### src/rtl/seg_display_ctrl.sv
// N-digit seven-segment controller: double-buffered image, static + multiplexed scan outputs.
// Latency: all display outputs are registered one cycle after the image/scan state they show.
// Backpressure: wr_ready drops while an image is pending and rises the cycle after it loads at frame end.
module seg_display_ctrl #(
  parameter int NUM_DIGITS   = 8,
  parameter int SCAN_DIV     = 1000,
  parameter int BLINK_FRAMES = 64
) (
  input  logic                      clk,
  input  logic                      rst,
  input  logic                      wr_valid,
  output logic                      wr_ready,
  input  logic [4*NUM_DIGITS-1:0]   wr_value,
  input  logic [NUM_DIGITS-1:0]     wr_en_mask,
  input  logic [NUM_DIGITS-1:0]     wr_blink_mask,
  input  logic [NUM_DIGITS-1:0]     wr_dp_mask,
  input  logic                      lzs_en,
  output logic [8*NUM_DIGITS-1:0]   seg_static,
  output logic [7:0]                scan_seg,
  output logic [NUM_DIGITS-1:0]     scan_an,
  output logic                      frame_tick
);

  localparam int CW = $clog2(SCAN_DIV);
  localparam int IW = $clog2(NUM_DIGITS);
  localparam int BW = (BLINK_FRAMES > 1) ? $clog2(BLINK_FRAMES) : 1;

  localparam logic [CW-1:0] CNT_LAST   = CW'(SCAN_DIV - 1);
  localparam logic [IW-1:0] IDX_LAST   = IW'(NUM_DIGITS - 1);
  localparam logic [BW-1:0] BLINK_LAST = BW'(BLINK_FRAMES - 1);

  typedef struct packed {
    logic [4*NUM_DIGITS-1:0] value;
    logic [NUM_DIGITS-1:0]   en;
    logic [NUM_DIGITS-1:0]   blink;
    logic [NUM_DIGITS-1:0]   dp;
  } image_t;

  image_t                   wr_img;
  image_t                   active_img;
  image_t                   pending_img;
  logic                     pending;

  logic [CW-1:0]            scan_cnt;
  logic [IW-1:0]            scan_idx;
  logic [BW-1:0]            blink_cnt;
  logic                     blink_hidden;

  logic                     slot_tick;
  logic                     frame_end;
  logic [NUM_DIGITS-1:0]    suppressed;
  logic [7:0]               digit_code [NUM_DIGITS];
  logic [8*NUM_DIGITS-1:0]  static_next;
  logic [NUM_DIGITS-1:0]    an_next;

  // Glyph bits a..g,dp before the active-low inversion; dp is merged separately.
  function automatic logic [7:0] glyph(input logic [3:0] nib);
    logic [7:0] g;
    case (nib)
      4'h0: g = 8'hFC;
      4'h1: g = 8'h60;
      4'h2: g = 8'hDA;
      4'h3: g = 8'hF2;
      4'h4: g = 8'h66;
      4'h5: g = 8'hB6;
      4'h6: g = 8'hBE;
      4'h7: g = 8'hE0;
      4'h8: g = 8'hFE;
      4'h9: g = 8'hF6;
      4'hA: g = 8'hEE;
      4'hB: g = 8'h3E;
      4'hC: g = 8'h9C;
      4'hD: g = 8'h7A;
      4'hE: g = 8'h9E;
      default: g = 8'h8E;
    endcase
    return g;
  endfunction

  assign wr_img = '{value: wr_value, en: wr_en_mask, blink: wr_blink_mask, dp: wr_dp_mask};

  assign wr_ready  = !pending;
  assign slot_tick = (scan_cnt == CNT_LAST);
  assign frame_end = slot_tick && (scan_idx == IDX_LAST);

  // A digit is suppressed while every nibble from the top down to it is zero; digit 0 never is.
  always_comb begin
    logic zero_run;
    zero_run   = lzs_en;
    suppressed = '0;
    for (int i = NUM_DIGITS - 1; i >= 1; i--) begin
      zero_run      = zero_run && (active_img.value[4*i +: 4] == 4'h0);
      suppressed[i] = zero_run;
    end
  end

  always_comb begin
    static_next = '1;
    an_next     = '1;
    for (int i = 0; i < NUM_DIGITS; i++) begin
      if (!active_img.en[i] || (blink_hidden && active_img.blink[i]) || suppressed[i]) begin
        digit_code[i] = 8'hFF;
      end else begin
        digit_code[i] = ~(glyph(active_img.value[4*i +: 4]) | {7'b0, active_img.dp[i]});
      end
      static_next[8*i +: 8] = digit_code[i];
      // First cycle of every slot keeps all digits off so the bus can settle without ghosting.
      an_next[i] = (scan_cnt == '0) || (scan_idx != IW'(i));
    end
  end

  always_ff @(posedge clk) begin
    if (rst) begin
      active_img   <= '0;
      pending_img  <= '0;
      pending      <= 1'b0;
      scan_cnt     <= '0;
      scan_idx     <= '0;
      blink_cnt    <= '0;
      blink_hidden <= 1'b0;
      seg_static   <= '1;
      scan_seg     <= 8'hFF;
      scan_an      <= '1;
      frame_tick   <= 1'b0;
    end else begin
      scan_cnt <= slot_tick ? '0 : scan_cnt + CW'(1);

      if (slot_tick) begin
        scan_idx <= (scan_idx == IDX_LAST) ? '0 : scan_idx + IW'(1);
      end

      if (frame_end) begin
        if (blink_cnt == BLINK_LAST) begin
          blink_cnt    <= '0;
          blink_hidden <= !blink_hidden;
        end else begin
          blink_cnt <= blink_cnt + BW'(1);
        end
      end

      // Image swap only at frame end; a write landing in that same cycle waits a full frame.
      if (frame_end && pending) begin
        active_img <= pending_img;
        pending    <= 1'b0;
      end else if (wr_valid && !pending) begin
        pending_img <= wr_img;
        pending     <= 1'b1;
      end

      seg_static <= static_next;
      scan_seg   <= digit_code[scan_idx];
      scan_an    <= an_next;
      frame_tick <= frame_end;
    end
  end

endmodule

### config.mk
export PLATFORM = sky130hd
export DESIGN_NAME = seg_display_ctrl
export DESIGN_NICKNAME = d
export VERILOG_FILES = /design/src/rtl/seg_display_ctrl.sv
export SDC_FILE = /design/constraint.sdc
export NUM_CORES = 1
export LEC_CHECK = 0
export ABC_AREA = 1
export ABC_CLOCK_PERIOD_IN_PS = 6100
export CAP_MARGIN = 20
export CORE_MARGIN = 2
export CORE_UTILIZATION = 46
export DETAILED_ROUTE_END_ITERATION = 7
export HOLD_SLACK_MARGIN = 0.02
export PLACE_DENSITY = 0.67
export REMOVE_ABC_BUFFERS = 1
export SYNTH_ARGS = -nofsm -noshare
export SYNTH_HDL_FRONTEND = slang
export SYNTH_SLANG_ARGS = --single-unit
### constraint.sdc
create_clock -name clk -period 6.1 [get_ports clk]
set_clock_uncertainty 0.2 [all_clocks]
set_input_delay 1.22 -clock clk [delete_from_list [all_inputs] [get_ports clk]]
set_output_delay 1.22 -clock clk [all_outputs]
set_load 0.03 [all_outputs]
==> reports/results.ini, run 1 <==
[route]
drt-total-wl_um = 28810
drt_iter0_drc = 577
first_pass_iters = 5
vias = 9782
vias_per_cell = 5.001
drc_errors = 0
avgRoutedWirePerCell_um = 14.73
postRouteAntennaNets = 0

[worst_setup_path]
critPathKind = reg -> reg
arrival_ns = 3.98
critPathLaunch = scan_idx[1]$_SDFFE_PP0P_
r2r-start = scan_idx[1]$_SDFFE_PP0P_
cp_max_fo = 38
r2r_setup_slack_ns = 2.34
worstSetupEndpointType = flip-flop
worstPathRequired_ns = 6.32
start_kind = flip-flop
worst_r2r_path_depth = 11

[synth]
synth_top_family_by_area = simple AND/OR/NAND/NOR gates
synth_cells = 1496
synth_edf_count = 0
synth_compound_area_share_pct = 10.21
synth-main-ff-cell = dfxtp_1
synth.distinct_cells = 43
synthAdderAreaFrac_pct = 6.948
yosysWarningCount = 0
ys_seq_area_share_pct = 46.18
synth_area_sq_mm = 0.01170
synthArstFlopShare_pct = 0
synthXorXnorAreaFrac_pct = 0.4490
muxShareOfSynthArea_pct = 0
syn_area_per_cell_sq_um = 7.824
yosys.area_share.simple_pct = 27.75
ys_ff_latch = 270

[sta]
finalMaxSlewViolations = 0
hold_violations = 0
setup_viol = 0
whs_ns = 0.2076
tightest_slew_ns = 1.121
fmax_ghz = 0.2659
finalSetupTns_ns = 0
post-route-min-period_ns = 3.761
relSlewSlack_pct = 25.11
fin_crit_sh_pct = 61.65
grt_setup_unrepaired = no

[place]
placed_area_sq_mm = 0.01323
port_buffers = 141
gp_congestion = 0.8910
dpl.hpwl_um = 20390

[worst_hold_path]
min_path_type = reg -> reg
min_path_cells = 1

[cells_and_area]
ff_latch_area_sq_mm = 0.005405
mostFrequentLayoutCells = nand2_1, dfxtp_1, nor2_1, inv_1, clkdlybuf4s50_1
layout.nets = 1731
drive_above_1_share_pct = 7.688
fillerInstances = 2368
syn_to_final_growth_pct = 21.97
multi_input_area_sq_mm = 0.005311
post-route-util_pct = 56.86
diodes = 0
fin_area_sq_mm = 0.01428
layout_commonest_cell = nand2_1

[cts]
clock-root-buffer = clkbuf_16
h-tree-depth = 1
cts_tree = done
cts_resized = 0
cts_buffer_depth = 3
clock_latency_ns = 0.53
cts_hold_buffers = 0
cts_setup_buffers = 0
clkSinkCount = 270
clkTransAtPathRegs_ns = 0.06
cts-buffers-inserted = 29

[global_route]
antenna_found_initial = 0
grt_usage_pct = 21.64
grt_first_pass_wirelength_um = 46530
overflow = 0
grt_max_degree = 66
grt_pass1_vias = 9269

[floorplan]
die-width_um = 163.5
core_sq_mm = 0.02511
start_util_pct = 46.62
ioPinCount = 142
num_rows = 58
die_area_sq_mm = 0.02674
die_y_um = 163.5

[power]
p_per_area_mw_per_mm2 = 270.6
p_leak_nw = 6.401
ir_worst_vdd_mv = 0.1753

[job]
timing.max_cap.violations = 0

[status]
status = complete, no violations

-- cell type report --
class                      instances  share of cell area, %
tap                              330                  2.892
sequential                       270                  37.86
clock inverter                    16                  1.946
timing repair buffer             151                  10.41
clock buffer                      35                  5.311
inverter                         165                  4.373
multi-input combinational        989                  37.20
-- kinds of logic (layout without fill, tap and decap cells) --
kind of cell | after synthesis | after routing
and+or+nand+nor | 704 | 704
DFF | 270 | 270
buffers and inverters | 237 | 367
AOI/OAI and AO/OA | 214 | 214
adders and majority gates | 65 | 65
xor gates and xnor gates | 6 | 6
-- worst min path at each step --
stage	to	slack, ns
2_1_floorplan	seg_static[57]$_SDFF_PP1_	0.17
4_1_cts	seg_static[7]$_SDFF_PP1_	0.21
6_report	seg_static[7]$_SDFF_PP1_	0.21
3_5_place_dp	seg_static[6]$_SDFF_PP1_	0.20
5_1_grt	seg_static[6]$_SDFF_PP1_	0.22
3_3_place_gp	seg_static[7]$_SDFF_PP1_	0.20
-- worst max-delay path, cell delays in order (launching register included) --
cell     delay [ns]
dfxtp_1        0.67
ha_1           0.28
ha_1           0.26
nand4_4        0.22
nor2_8         0.50
buf_4          0.39
nor2_1         0.09
nor2_1         0.29
inv_1          0.17
ha_1           0.32
o21ai_0        0.16
o21ai_1        0.09
-- synthesized netlist by cell type (9+ instances only) --
cell	n	share of area [%]
nand2_1	285	9.1
ha_1	65	6.9
buf_1	9	0.29
nand2_2	10	0.53
nor3_1	9	0.38
inv_1	153	4.9
o21ai_0	106	4.5
buf_6	11	1.1
nand4_1	74	4.0
buf_2	12	0.51
nand3_1	79	3.4
clkbuf_1	39	1.3
a21oi_1	32	1.4
o21ai_1	37	1.6
inv_2	11	0.35
o211ai_1	16	1.0
dfxtp_1	270	46
nor2_1	207	6.6
-- metrics by stage --
step	worst slack, ns	std cells	power (mW)
finish	2.339	1956	3.863
floorplan	0.4318	1424	1.936
CTS	2.311	1955	3.899
detailed placement	2.264	1904	2.013
global placement	2.325	1904	2.010
global route	2.036	1956	3.993
-- routing by layer --
layer	part of all wire, %	vias to the layer above	global-route usage [%]
met2	46	256	35.90
met4	3.3	0	8.014
met3	5.7	65	3.885
met5	0	-	0
met1	45	4402	28.16
li1	-	5059	-
-- report_power, final --
group          internal [mW]  total (mW)  switching [mW]
registers               1.80        1.81          0.0150
logic                 0.0652       0.161          0.0955
clock network           1.18        1.89           0.708
Note: power is estimated with default switching activity, not from simulation.
==> run 2, diff against run 1 <==
- ABC_CLOCK_PERIOD_IN_PS: 6100 -> 3200
- PLACE_DENSITY: 0.67 -> 0.7
- clock period: 6.1 -> 3.2 ns (I/O delays scaled with it)
==> reports/results.ini, run 2 (synthesized netlist as in run 1, its figures left out) <==
[cells_and_area]
layout_commonest_cell = nand2_1  ; unchanged
fillerInstances = 2361  ; was 2368
ff_latch_area_sq_mm = 0.005405  ; unchanged
diodes = 0  ; unchanged
syn_to_final_growth_pct = 24.10  ; was 21.97%
layout.nets = 1754  ; was 1731
drive_above_1_share_pct = 9.273  ; was 7.688%
post-route-util_pct = 57.85  ; was 56.86%
mostFrequentLayoutCells = nand2_1, dfxtp_1, nor2_1, inv_1, clkdlybuf4s50_1  ; unchanged
multi_input_area_sq_mm = 0.005316  ; was 0.005311 sq mm

[floorplan]
die_area_sq_mm = 0.02674  ; unchanged
ioPinCount = 142  ; unchanged
start_util_pct = 46.62  ; unchanged
die_y_um = 163.5  ; unchanged
die-width_um = 163.5  ; unchanged
core_sq_mm = 0.02511  ; unchanged
num_rows = 58  ; unchanged

[sta]
hold_violations = 0  ; unchanged
relSlewSlack_pct = 52.99  ; was 25.11%
fmax_ghz = 0.3304  ; was 0.2659 GHz
finalMaxSlewViolations = 0  ; unchanged
post-route-min-period_ns = 3.027  ; was 3.761 ns
tightest_slew_ns = 0.6998  ; was 1.121 ns
setup_viol = 0  ; unchanged
fin_crit_sh_pct = 94.58  ; was 61.65%

[cts]
cts_buffer_depth = 3  ; unchanged
cts_tree = done  ; unchanged
clkSinkCount = 270  ; unchanged
clkTransAtPathRegs_ns = 0.06  ; about the same
h-tree-depth = 1  ; unchanged
clock_latency_ns = 0.54  ; was 0.53 ns
cts_hold_buffers = 0  ; unchanged
clock-root-buffer = clkbuf_16  ; unchanged
cts-buffers-inserted = 28  ; was 29

[worst_setup_path]
crit_path_max_incr_delay_ns = 0.35  ; was 0.67 ns
worstPathRequired_ns = 3.42  ; was 6.32 ns
arrival_ns = 3.25  ; was 3.98 ns
start_kind = flip-flop  ; unchanged
cp_cell_sequence = ha_1, inv_1, nor3_4, nand4_4, nor2_8, buf_12, buf_4, nor2_1, nor3_2, inv_1, ha_1, or2_0, nand3_1, nand2_1  ; was ha_1, ha_1, nand4_4, nor2_8, buf_4, nor2_1, nor2_1, inv_1, ha_1, o21ai_0, o21ai_1
critPathSlowestCell = dfxtp_1  ; unchanged
cp_max_fo = 7  ; was 38
critPathKind = reg -> reg  ; unchanged
worstSetupEndpointType = flip-flop  ; unchanged

[global_route]
grt_first_pass_wirelength_um = 45930  ; was 46530 um
grt_max_degree = 63  ; was 66
overflow = 0  ; unchanged
grt_pass1_vias = 9374  ; was 9269
antenna_found_initial = 0  ; unchanged
grt_usage_pct = 21.44  ; was 21.64%

[route]
vias = 9930  ; was 9782
drc_errors = 0  ; unchanged
postRouteAntennaNets = 0  ; unchanged
vias_per_cell = 5.015  ; was 5.001
avgRoutedWirePerCell_um = 14.53  ; was 14.73 um
first_pass_iters = 4  ; was 5
drt-total-wl_um = 28780  ; was 28810 um
drt_iter0_drc = 606  ; was 577

[power]
p_leak_nw = 6.554  ; was 6.401 nW
power.total_mw = 7.191  ; was 3.863 mW
p_per_area_mw_per_mm2 = 495.0  ; was 270.6 mW/mm^2
ir_worst_vdd_mv = 0.3618  ; was 0.1753 mV

[place]
port_buffers = 141  ; unchanged
dpl.hpwl_um = 21610  ; was 20390 um
gp_congestion = 0.9099  ; was 0.8910

[job]
timing.max_cap.violations = 0  ; unchanged

[worst_hold_path]
min_path_type = reg -> reg  ; unchanged

[status]
status = complete, no violations  ; unchanged

==> run 2: cell count changes in the layout (fill, tap and decap cells not counted), moves of 2 or more <==
| cell | change |
|---|---|
| buf_4 | +15 |
| buf_12 | +9 |
| clkbuf_8 | +4 |
| clkinvlp_4 | -4 |
| bufinv_16 | -3 |
| clkinv_2 | +3 |
| clkinv_4 | +2 |
==> run 2: layout make-up <==
| class | count | area share (%) |
|---|---|---|
| clock buffer | 38 | 5.573 |
| clock inverter | 13 | 1.232 |
| inverter | 165 | 4.298 |
| multi-input combinational | 989 | 36.60 |
| sequential | 270 | 37.21 |
| tap | 330 | 2.842 |
| timing repair buffer | 175 | 12.25 |
==> run 2: per-stage QoR <==
step	setup slack (ns)	cell area (sq um)	hold WS (ns)	TNS, ns	cells
finish	0.1735	14530	0.2055	0	1980
global placement	0.2454	13490	0.1884	0	1926
CTS	0.1042	14470	0.2003	0	1977
global route	-0.008248	14530	0.2261	-0.01001	1980
detailed placement	0.1126	13490	0.1900	0	1926
floorplan	-1.888	11330	0.1665	-250.01	1424
==> run 2: metal layers <==
layer,track usage (%),share of wire (%),vias up
li1,-,-,5106
met1,27.87,45,4506
met2,36.23,46,253
met3,3.631,5.8,65
met4,7.018,3.3,0
met5,0,0,-
==> run 2: where the power goes <==
part	internal, mW	switching (mW)
Sequential	3.43	0.0272
Clock	2.09	1.32
Combinational	0.140	0.189
Total	5.66	1.53
==> run 2: timing repair <==
item / CTS / global route
endpoints found under the setup margin: 0 / 17
resized for setup: 0 / 3
buffers inserted: 0 / 3
==> run 2: path summary, 6_finish.rpt <==
path / start / to / slack [ns] / cells past startpoint
min reg2reg: flip-flop / seg_static[60]$_SDFF_PP1_ / 0.21 / 1
max: scan_cnt[0]$_SDFF_PP0_ / flip-flop / 0.17 / 14
min: flip-flop / seg_static[60]$_SDFF_PP1_ / 0.21 / 1
max reg2reg: scan_cnt[0]$_SDFF_PP0_ / flip-flop / 0.17 / 14
==> run 2: critical path: cells and delay by family (launching register included) <==
family        cells  cell delay [ns]
fa+ha+maj         2             0.41
buf+inv           4             0.53
flops             1             0.35
simple gates      8             1.41
==> run 3, diff against run 2 <==
- CORE_ASPECT_RATIO: default -> 1.2
- CORE_UTILIZATION: 46 -> 50
- PLACE_DENSITY: 0.7 -> 0.75
==> reports/results.ini, run 3 (synthesized netlist as in run 1, its figures left out) <==
[status]
status = complete, no violations  ; unchanged

[sta]
setup_viol = 0  ; unchanged
finalSetupTns_ns = 0  ; unchanged
fin_crit_sh_pct = 93.77  ; was 94.58%
finalMaxSlewViolations = 0  ; unchanged
post-route-min-period_ns = 3.001  ; was 3.027 ns
hold_violations = 0  ; unchanged
fmax_ghz = 0.3332  ; was 0.3304 GHz
finalWorstSetupSlack_ns = 0.1992  ; was 0.1735 ns
tightest_slew_ns = 0.7578  ; was 0.6998 ns
relSlewSlack_pct = 49.09  ; was 52.99%

[cells_and_area]
layoutNonFillerInstCount = 1965  ; was 1980
layout_commonest_cell = nand2_1  ; unchanged
layout.nets = 1758  ; was 1754
drive_above_1_share_pct = 9.455  ; was 9.273%
mostFrequentLayoutCells = nand2_1, dfxtp_1, nor2_1, inv_1, clkdlybuf4s50_1  ; unchanged
fillerInstances = 2037  ; was 2361
syn_to_final_growth_pct = 23.53  ; was 24.10%
diodes = 0  ; unchanged
post-route-util_pct = 62.73  ; was 57.85%

[floorplan]
die_y_um = 171.6  ; was 163.5 um
num_rows = 61  ; was 58
core_sq_mm = 0.02305  ; was 0.02511 sq mm
start_util_pct = 50.78  ; was 46.62%
die_area_sq_mm = 0.02465  ; was 0.02674 sq mm
ioPinCount = 142  ; unchanged
die-width_um = 143.7  ; was 163.5 um

[worst_setup_path]
start_kind = flip-flop  ; unchanged
arrival_ns = 3.22  ; was 3.25 ns
critPathKind = reg -> reg  ; unchanged
worstPathRequired_ns = 3.42  ; about the same
critPathLaunch = scan_cnt[0]$_SDFF_PP0_  ; unchanged
worstSetupEndpointType = flip-flop  ; unchanged
r2r-start = scan_cnt[0]$_SDFF_PP0_  ; unchanged
cp_max_fo = 7  ; unchanged
worst_r2r_path_depth = 13  ; was 14
r2r_setup_slack_ns = 0.20  ; was 0.17 ns

[global_route]
grt_max_degree = 44  ; was 63
grt_pass1_vias = 9616  ; was 9374
grt_first_pass_wirelength_um = 46550  ; was 45930 um
overflow = 0  ; unchanged
grt_usage_pct = 23.51  ; was 21.44%
antenna_found_initial = 0  ; unchanged

[route]
drt-total-wl_um = 28980  ; was 28780 um
vias = 10070  ; was 9930
avgRoutedWirePerCell_um = 14.75  ; was 14.53 um
drc_errors = 0  ; unchanged
drt_iter0_drc = 637  ; was 606
postRouteAntennaNets = 0  ; unchanged
first_pass_iters = 4  ; unchanged
vias_per_cell = 5.123  ; was 5.015

[power]
p_per_area_mw_per_mm2 = 494.2  ; was 495.0 mW/mm^2
power.total_mw = 7.146  ; was 7.191 mW
ir_worst_vdd_mv = 0.3505  ; was 0.3618 mV
p_leak_nw = 6.539  ; was 6.554 nW

[cts]
clkTransAtPathRegs_ns = 0.06  ; about the same
clock-root-buffer = clkbuf_16  ; unchanged
cts-buffers-inserted = 27  ; was 28
clock_latency_ns = 0.53  ; was 0.54 ns
clkSinkCount = 270  ; unchanged
h-tree-depth = 1  ; unchanged
cts_buffer_depth = 3  ; unchanged
cts_tree = done  ; unchanged
cts_hold_buffers = 0  ; unchanged

[place]
dpl.hpwl_um = 21520  ; was 21610 um
place_inst = 1916  ; was 1926
dp_slack_ns = 0.1493  ; was 0.1126 ns
port_buffers = 141  ; unchanged
gp_congestion = 0.9375  ; was 0.9099

[job]
timing.max_cap.violations = 0  ; unchanged

[worst_hold_path]
min_path_type = reg -> reg  ; unchanged

==> run 3: area by class of cell <==
cell class	instances	area, sq um	share of cell area (%)
flip-flops and latches	270	5405	37.38
multi-input cells	989	5331	36.87
repair buffers	180	1754	12.13
clock buffers	37	773.2	5.348
inverters	165	624.3	4.318
well taps	315	394.1	2.726
clock inverters	9	176.4	1.220
==> run 3: layer usage <==
layer | share of wire, % | GRT usage [%] | wire, um
met1 | 43 | 28.73 | 12320
met2 | 48 | 41.16 | 14010
met3 | 5.2 | 3.536 | 1508
met4 | 3.9 | 9.847 | 1138
met5 | 0 | 0 | 0
==> run 3: worst min-delay path by stage <==
stage | endpoint | cells past startpoint
3_5_place_dp | seg_static[5]$_SDFF_PP1_ | 1
3_3_place_gp | seg_static[5]$_SDFF_PP1_ | 1
2_1_floorplan | seg_static[57]$_SDFF_PP1_ | 1
4_1_cts | seg_static[5]$_SDFF_PP1_ | 1
5_1_grt | seg_static[4]$_SDFF_PP1_ | 1
6_report | seg_static[6]$_SDFF_PP1_ | 1
==> run 3: through the flow <==
step	hold slack (ns)	area (sq um)
2_1_floorplan	0.1665	11330
3_3_place_gp	0.1897	13450
3_5_place_dp	0.1945	13450
4_1_cts	0.2164	14400
5_1_grt	0.2286	14460
6_report	0.2150	14460
==> run 3: repair_timing <==
item	4_1_cts	5_1_grt
setup endpoints to repair	0	31
gates resized for setup	0	6
setup buffers	0	3
==> run 3: report_power, final <==
group	internal, mW	switching (mW)	total, mW
Sequential	3.43	0.0296	3.46
Combinational	0.137	0.187	0.325
Clock	2.08	1.29	3.37
==> run 3: worst max-delay path, stage by stage (launching register included) <==
cell and delay [ns]:
dfxtp_1 0.36, ha_1 0.20, inv_1 0.10, nor3_4 0.27
nand4_4 0.22, nor2_8 0.18, buf_4 0.20, nor2_1 0.08
nor3_2 0.35, inv_1 0.17, ha_1 0.22, or2_1 0.22
nand3_1 0.08, nand2_1 0.05
